## src/rtl/dmem_arb_pkg.sv

```systemverilog
// dmem_arb_pkg: shared definitions for the data-memory arbiter.
// Holds the FSM state encoding, the requester ids and the default widths.
package dmem_arb_pkg;

    // Default widths for the 256 x 8 data memory.
    localparam int ADDR_W_DEFAULT = 8;
    localparam int DATA_W_DEFAULT = 8;

    // Arbiter FSM: IDLE picks a winner, ACCESS drives the memory for one
    // cycle, RESP returns the ack for one cycle.
    typedef enum logic [1:0] {
        IDLE   = 2'd0,
        ACCESS = 2'd1,
        RESP   = 2'd2
    } arb_state_t;

    // Requester ids, also used as the bit index into the request vector.
    localparam logic REQ_CPU = 1'b0;
    localparam logic REQ_DMA = 1'b1;

endpackage : dmem_arb_pkg

```

## src/rtl/dmem_arbiter_rr_pick2.sv

```systemverilog
// rr_pick2: combinational two-way pick.
// A lone requester always wins; on a tie the requester that was not granted
// last wins, unless fixed_prio is set, in which case the CPU wins.
module rr_pick2
    import dmem_arb_pkg::*;
(
    input  logic [1:0] req,         // req[REQ_CPU], req[REQ_DMA]
    input  logic       last_grant,  // id of the previous winner
    input  logic       fixed_prio,  // 1: CPU wins every tie
    output logic       grant,       // winner id, meaningful when valid
    output logic       valid        // at least one request pending
);

    // Winner selection from the pending request pair.
    always_comb begin
        // NOTE: every output gets a default before the case so that no path
        // leaves it unassigned; an unassigned path would infer a latch.
        grant = REQ_CPU;
        valid = |req;
        case (req)
            2'b01:   grant = REQ_CPU;
            2'b10:   grant = REQ_DMA;
            2'b11:   grant = fixed_prio ? REQ_CPU : ~last_grant;
            default: grant = REQ_CPU;
        endcase
    end

endmodule : rr_pick2

```

## src/rtl/dmem_arbiter.sv

```systemverilog
// dmem_arbiter: serialises CPU and DMA accesses onto the single-port
// 256 x 8 data memory with a req/ack handshake.
// Each access takes three cycles: IDLE (sample and latch the winner),
// ACCESS (drive the memory), RESP (one-cycle ack to the winner).
// Build option: define DMEM_ARB_FIXED_PRIO_EN to give the CPU every tie
// (the DMA can then starve); left undefined, ties are round-robin.
module dmem_arbiter
    import dmem_arb_pkg::*;
#(
    parameter int ADDR_W = ADDR_W_DEFAULT,
    parameter int DATA_W = DATA_W_DEFAULT
) (
    input  logic              clk,
    input  logic              reset,

    input  logic              cpu_req,
    input  logic              cpu_we,
    input  logic [ADDR_W-1:0] cpu_addr,
    input  logic [DATA_W-1:0] cpu_wdata,
    output logic              cpu_ack,
    output logic [DATA_W-1:0] cpu_rdata,

    input  logic              dma_req,
    input  logic              dma_we,
    input  logic [ADDR_W-1:0] dma_addr,
    input  logic [DATA_W-1:0] dma_wdata,
    output logic              dma_ack,
    output logic [DATA_W-1:0] dma_rdata,

    output logic              mem_we,
    output logic [ADDR_W-1:0] mem_addr,
    output logic [DATA_W-1:0] mem_wdata,
    input  logic [DATA_W-1:0] mem_rdata,

    output logic              busy
);

`ifdef DMEM_ARB_FIXED_PRIO_EN
    localparam logic FIXED_PRIO = 1'b1;
`else
    localparam logic FIXED_PRIO = 1'b0;
`endif

    arb_state_t        state;
    arb_state_t        state_next;

    // Request captured in IDLE; the access in flight uses only these copies,
    // so a requester changing its inputs afterwards cannot disturb it.
    logic              lat_id;
    logic              lat_we;
    logic [ADDR_W-1:0] lat_addr;
    logic [DATA_W-1:0] lat_wdata;
    logic              last_grant;

    logic [DATA_W-1:0] cpu_rdata_q;
    logic [DATA_W-1:0] dma_rdata_q;

    logic              pick_grant;
    logic              pick_valid;
    logic              latch_en;
    logic              capture_en;
    logic              in_access;
    logic              in_resp;

    rr_pick2 u_pick (
        .req        ({dma_req, cpu_req}),
        .last_grant (last_grant),
        .fixed_prio (FIXED_PRIO),
        .grant      (pick_grant),
        .valid      (pick_valid)
    );

    // State register.
    always_ff @(posedge clk) begin
        // NOTE: sequential state uses non-blocking assignments so every
        // register samples the pre-edge values, independent of block order.
        if (reset) begin
            state <= IDLE;
        end else begin
            state <= state_next;
        end
    end

    // Next-state and per-state control strobes.
    always_comb begin
        state_next = state;
        latch_en   = 1'b0;
        capture_en = 1'b0;
        in_access  = 1'b0;
        in_resp    = 1'b0;
        case (state)
            IDLE: begin
                if (pick_valid) begin
                    latch_en   = 1'b1;
                    state_next = ACCESS;
                end
            end
            ACCESS: begin
                in_access  = 1'b1;
                capture_en = ~lat_we;
                state_next = RESP;
            end
            RESP: begin
                in_resp    = 1'b1;
                state_next = IDLE;
            end
            default: begin
                state_next = IDLE;
            end
        endcase
    end

    // Latch the winning request and remember who was granted.
    always_ff @(posedge clk) begin
        if (reset) begin
            lat_id     <= REQ_CPU;
            lat_we     <= 1'b0;
            lat_addr   <= '0;
            lat_wdata  <= '0;
            last_grant <= REQ_DMA;
        end else if (latch_en) begin
            lat_id     <= pick_grant;
            last_grant <= pick_grant;
            if (pick_grant == REQ_CPU) begin
                lat_we    <= cpu_we;
                lat_addr  <= cpu_addr;
                lat_wdata <= cpu_wdata;
            end else begin
                lat_we    <= dma_we;
                lat_addr  <= dma_addr;
                lat_wdata <= dma_wdata;
            end
        end
    end

    // Capture read data into the winner's register on the edge ending ACCESS.
    always_ff @(posedge clk) begin
        if (reset) begin
            cpu_rdata_q <= '0;
            dma_rdata_q <= '0;
        end else if (capture_en) begin
            if (lat_id == REQ_CPU) begin
                cpu_rdata_q <= mem_rdata;
            end else begin
                dma_rdata_q <= mem_rdata;
            end
        end
    end

    // Memory drive: only during ACCESS; reset kills a write in flight.
    assign mem_we    = in_access & lat_we & ~reset;
    assign mem_addr  = in_access ? lat_addr  : '0;
    assign mem_wdata = in_access ? lat_wdata : '0;

    // Handshake outputs, held at zero while reset is asserted.
    assign cpu_ack   = in_resp & (lat_id == REQ_CPU) & ~reset;
    assign dma_ack   = in_resp & (lat_id == REQ_DMA) & ~reset;
    assign busy      = (in_access | in_resp) & ~reset;
    assign cpu_rdata = reset ? '0 : cpu_rdata_q;
    assign dma_rdata = reset ? '0 : dma_rdata_q;

endmodule : dmem_arbiter

```

## config.mk

```make
export PLATFORM = sky130hd
export DESIGN_NAME = dmem_arbiter
export DESIGN_NICKNAME = d
export VERILOG_FILES = /design/src/rtl/dmem_arb_pkg.sv /design/src/rtl/dmem_arbiter_rr_pick2.sv /design/src/rtl/dmem_arbiter.sv
export SDC_FILE = /design/constraint.sdc
export NUM_CORES = 1
export LEC_CHECK = 0
export ABC_CLOCK_PERIOD_IN_PS = 3500
export CELL_PAD_IN_SITES_DETAIL_PLACEMENT = 0
export CELL_PAD_IN_SITES_GLOBAL_PLACEMENT = 1
export CORE_MARGIN = 2
export CORE_UTILIZATION = 32
export CTS_CLUSTER_DIAMETER = 120
export DETAILED_ROUTE_END_ITERATION = 7
export GPL_ROUTABILITY_DRIVEN = 0
export PLACE_DENSITY = 0.89
export SYNTH_ARGS = -nofsm -noshare
export SYNTH_HDL_FRONTEND = slang
export SYNTH_SLANG_ARGS = --single-unit
```

## constraint.sdc

```tcl
create_clock -name clk -period 3.5 [get_ports clk]
set_input_delay 1.05 -clock clk [delete_from_list [all_inputs] [get_ports clk]]
set_output_delay 1.05 -clock clk [all_outputs]
set_load 0.1 [all_outputs]
```

==> impl_results.md, run 1 <==
- Unrepaired setup endpoints after global routing: false
- Placed Area: 2880 µm²
- Die Height: 80.1 µm
- Clock Skews: 3.94 ps
- Maximum fanout along the worst path: 33
- Hold endpoint: dma_rdata_q[4]$_SDFFE_PP0P_
- Postcts setup bufs: 0
- CTS buffer count: 5
- Initial antenna violation count: 0
- Syn Inst Count: 212
- Worst EP arrival: 2010 ps
- Via count: 1720
- Core ar.: 5540 µm²
- Mean post-synth cell area: 8.73 µm²
- Fmax: 326 MHz
- PwrDens: 426 nW/µm²
- Final worst-path cycle share: 0.875
- Hold-fix buffers at CTS: 0
- Final hold slack: 494 ps
- Worst Tran Pin Value: 637 ps
- Port Buf Inserts: 81
- Gr ovfl total: 0
- WHS Path Cells: 2
- Hold Violations, Final: 0
- Post-synth top area share: 0.400
- Worst vdd ir: 211 µV
- Critical Path End Type: output port
- Worst-case reg-to-reg path depth: 5
- Slew HR: 0.576
- H-Tree Depth: 2
- Post-DP HPWL: 3490 µm
- Min-delay src: dma_rdata_q[4]$_SDFFE_PP0P_
- Nets: 339
- Post-route ant nets: 0
- CTS max path bufs: 2
- Worst Path Required: 2450 ps
- Final wirelength: 4720 µm
- Largest net degree at the start of global routing: 34
- Vias/cell: 4.75
- Worst r2r dst: dma_rdata_q[0]$_SDFFE_PP0P_
- Leakage power: 1.25 nW
- TritonCTS clock tree: built
- Vias in the first global route: 1637
- First-pass GRT wire length: 7600 µm
- Die footprint: 6410 µm²
- Row count: 27
- Die W: 80.1 µm
- Synth warn: 0
- Max Slew Vio Count: 0
- FF-to-FF Start: state[1]$_SDFFE_PP0P_
- Syn Std Cell Area: 1850 µm²
- Synth Net Count: 262
- Setup CP Type: in2out
- FF-to-FF setup slack: 1520 ps
- Top cells by area, synth: dfxtp_1 (40%), mux2i_1 (9.2%), nor2_1 (7.3%)
- Layout cells sized above 1: 0.245
- Area Growth Syn to Fin: 61.6%
- Global Route Usage Sum: 0.150
- Min Tclk post-route: 3060 ps
- Largest area contributor in the netlist: dfxtp_1
- Synth unique cells: 27
- WL/cell: 13.0 µm
- Clk slew on worst S/H paths: 70 ps
- Drt pass-1 iters: 4
- Ports: 82
- Clock latency on the worst-skew pair: 280 ps
- Clock sink count: 37
- CP startpoint kind: primary input
- Ant diodes: 0
- Finished Cell Area: 2990 µm²
- DRT iter0 DRCs: 51
- Seq/Total Area, Yosys: 0.400
- #FFs+latches synth: 37
- Cts repair resizes: 0
- Status: completed
- Post-route setup TNS: 0 ps
- Most common cell after layout, fill and taps aside: clkdlybuf4s50_1
- Post-route DRC: 0
- Root Buffer: clkbuf_8
- Starting Density: 0.334
- Setup Viol. Count Final: 0
- Commonest non-fill, non-tap cells in the layout: clkdlybuf4s50_1 (44), dfxtp_1 (37), nor2_1 (35)
- Max_cap viols: 0
- HP Class: reg2reg
stage by stage:
step	setup slack, ps	total power, mW	util	cells
CTS	430	1.29	0.540	362
finish	436	1.27	0.540	362
global route	350	1.34	0.540	362
global placement	441	0.907	0.519	354
detailed placement	433	0.910	0.519	354
floorplan	-133	0.780	-	212
cell families after synthesis:
| family | count (synthesis) | synth area share |
|---|---|---|
| buffers and inverters | 18 | 0.0554 |
| flip-flops | 37 | 0.400 |
| adder cells (fa/ha/maj) | 4 | 0.0270 |
| AO/OA/AOI/OAI | 41 | 0.174 |
| multiplexers | 17 | 0.0919 |
| AND/OR/NAND/NOR | 95 | 0.252 |
per-layer routing:
layer | global-route usage | vias up | part of all wire
met1 | 0.183 | 795 | 0.42
met5 | 0 | - | 0
met3 | 0.0382 | 9 | 0.072
li1 | - | 859 | -
met2 | 0.250 | 57 | 0.49
met4 | 0.0627 | 0 | 0.023
critical path, stage by stage:
cell and delay (ps):
buf_2 490, buf_4 250, nor2b_2 50, buf_12 160
area by class of cell:
cell class              instances  area, µm²
clock inverters                 1       30.0
fillers                       519       2550
inverters                       2       7.51
well taps                      72       90.1
multi-input cells             157       1030
flip-flops and latches         37        741
repair buffers                 86       1000
clock buffers                   7       86.3
worst max path at each step:
stage / from / endpoint / slack (ps) / cells past startpoint
6_report: reset / dma_rdata[6] / 440 / 4
4_1_cts: reset / dma_rdata[6] / 430 / 4
5_1_grt: reset / dma_rdata[6] / 350 / 4
3_3_place_gp: reset / dma_rdata[6] / 440 / 4
3_5_place_dp: reset / dma_rdata[6] / 430 / 4
2_1_floorplan: reset / cpu_rdata[3] / -130 / 2
synthesized netlist by cell type:
library cell  number
buf_6              2
ha_1               4
nand2_1           18
a21bo_2            1
o21a_1             1
nor3b_1            4
or2_2              1
and2_1            16
o21ai_2            1
a22oi_1            1
clkbuf_1           5
buf_1              1
nor2_1            36
a31oi_1            1
dfxtp_1           37
mux2i_1           17
a21oi_1           18
a21boi_4           1
a211oi_2           9
nand3b_1           1
a211oi_1           8
nor3_1             1
inv_1              2
and3b_1            1
buf_2              4
nor2b_1           17
buf_4              4
flip-flops by register name, summed over array words and instances, names as in the netlist:
name,count
lat_wdata,8
last_grant,1
lat_addr,8
lat_id,1
dma_rdata_q,8
cpu_rdata_q,8
lat_we,1
state,2
power breakdown:
part | total [mW] | internal [mW] | switching [mW] | leakage [nW]
combinational | 0.415 | 0.159 | 0.256 | 0.891
sequential | 0.481 | 0.460 | 0.0209 | 0.304
clock | 0.376 | 0.232 | 0.144 | 0.0585
Note: power is estimated with default switching activity, not from simulation.
==> run 2: changes to the inputs <==
Settings changed: REMOVE_ABC_BUFFERS set to 1.
==> impl_results.md, run 2 (same netlist as run 1, synthesis figures left out) <==
- Status: completed
- Maximum fanout along the worst path: 37
- Vias in the first global route: 1672
- Core ar.: 5540 µm²
- Drt pass-1 iters: 4
- Most common cell after layout, fill and taps aside: clkdlybuf4s50_1
- Worst Path Required: 2450 ps
- Worst vdd ir: 197 µV
- Initial antenna violation count: 0
- Die footprint: 6410 µm²
- Post-DP HPWL: 3330 µm
- Final Power: 1.28 mW
- CP startpoint kind: primary input
- H-Tree Depth: 2
- WHS Path Cells: 2
- DRT iter0 DRCs: 53
- Die Height: 80.1 µm
- Via count: 1666
- Vias/cell: 4.63
- Cell Count, Final, Fillers Out: 360
- Root Buffer: clkbuf_8
- TritonCTS clock tree: built
- Ant diodes: 0
- FF-to-FF setup slack: 1270 ps
- Port Buf Inserts: 81
- Clock sink count: 37
- Fmax: 330 MHz
- Worst EP arrival: 1980 ps
- Setup Viol. Count Final: 0
- Die W: 80.1 µm
- Clock latency on the worst-skew pair: 290 ps
- Ports: 82
- Hold-fix buffers at CTS: 0
- Unrepaired setup endpoints after global routing: false
- Fin util: 0.534
- Max_cap viols: 0
- Clock Skews: 6.35 ps
- Finished Cell Area: 2960 µm²
- Clk slew on worst S/H paths: 80 ps
- Leakage power: 1.24 nW
- Post-route DRC: 0
- Critical Path End Type: output port
- Commonest non-fill, non-tap cells in the layout: clkdlybuf4s50_1 (44), dfxtp_1 (37), nor2_1 (36)
- Largest net degree at the start of global routing: 38
- Layout cells sized above 1: 0.215
- Cts repair resizes: 0
- Setup WS pre-CTS: 447 ps
- Final worst-path cycle share: 0.867
- PwrDens: 433 nW/µm²
- Starting Density: 0.334
- CTS max path bufs: 2
- CTS buffer count: 5
- Sequential Power Share: 0.376
- Global Route Usage Sum: 0.152
- Worst r2r dst: cpu_rdata_q[5]$_SDFFE_PP0P_
- WL/cell: 13.2 µm
- First-pass GRT wire length: 7750 µm
- Setup CP Type: in2out
- Post-route ant nets: 0
- Postcts setup bufs: 0
- Sw frac: 0.338
- FF-to-FF Start: state[1]$_SDFFE_PP0P_
- Post-route setup TNS: 0 ps
- Gr ovfl total: 0
- Min Tclk post-route: 3030 ps
- Combinational fraction of design power: 0.322
- Hold Violations, Final: 0
- Inst Count DP: 352
- Internal: 0.848 mW
- Worst Tran Pin Value: 847 ps
- Max Slew Vio Count: 0
- Row count: 27
- Final hold slack: 492 ps
- Hold endpoint: dma_rdata_q[3]$_SDFFE_PP0P_
- Worst-case reg-to-reg path depth: 5
- P_sw: 0.433 mW
- Clk network pwr share: 0.302
- Area Growth Syn to Fin: 59.9%
- Placed Area: 2840 µm²
- Min-delay src: dma_rdata_q[3]$_SDFFE_PP0P_
- Slew HR: 0.433
- Nets: 337
- HP Class: reg2reg
- Final WS setup: 467 ps
- Final wirelength: 4750 µm
-- run 2: routing by layer --
layer | up-vias | share of wire | GRT usage
li1 | 855 | - | -
met1 | 750 | 0.45 | 0.183
met2 | 59 | 0.45 | 0.248
met3 | 2 | 0.11 | 0.0663
met4 | 0 | 0.0036 | 0.0407
met5 | - | 0 | 0
-- run 2: layout make-up --
type                            instances  area [µm²]
Clock inverter                          2        37.5
Inverter                                2        7.51
Fill cell                             532        2580
Sequential cell                        37         741
Multi-Input combinational cell        157        1010
Clock buffer                            6        82.6
Timing Repair Buffer                   84         988
Tap cell                               72        90.1
-- run 2: worst max-delay path by stage --
stage / start / end / slack, ps / cells after the start
floorplan: reset / cpu_ack / -790 / 1
global placement: reset / dma_ack / 470 / 3
detailed placement: reset / cpu_ack / 450 / 3
CTS: reset / cpu_ack / 450 / 3
global route: reset / cpu_ack / 360 / 3
finish: reset / cpu_ack / 470 / 3
-- run 2: power groups by stage --
stage	Sequential, mW	Clock (mW)	Combinational [mW]
after floorplan	0.485	0	0.268
after global placement	0.489	0	0.411
after detailed placement	0.491	0	0.415
after CTS	0.481	0.398	0.417
after global routing	0.486	0.420	0.442
final	0.481	0.387	0.413
-- run 2: critical path, cell delays in order --
cell,delay (ps)
buf_2,290
nor3b_1,410
buf_12,230
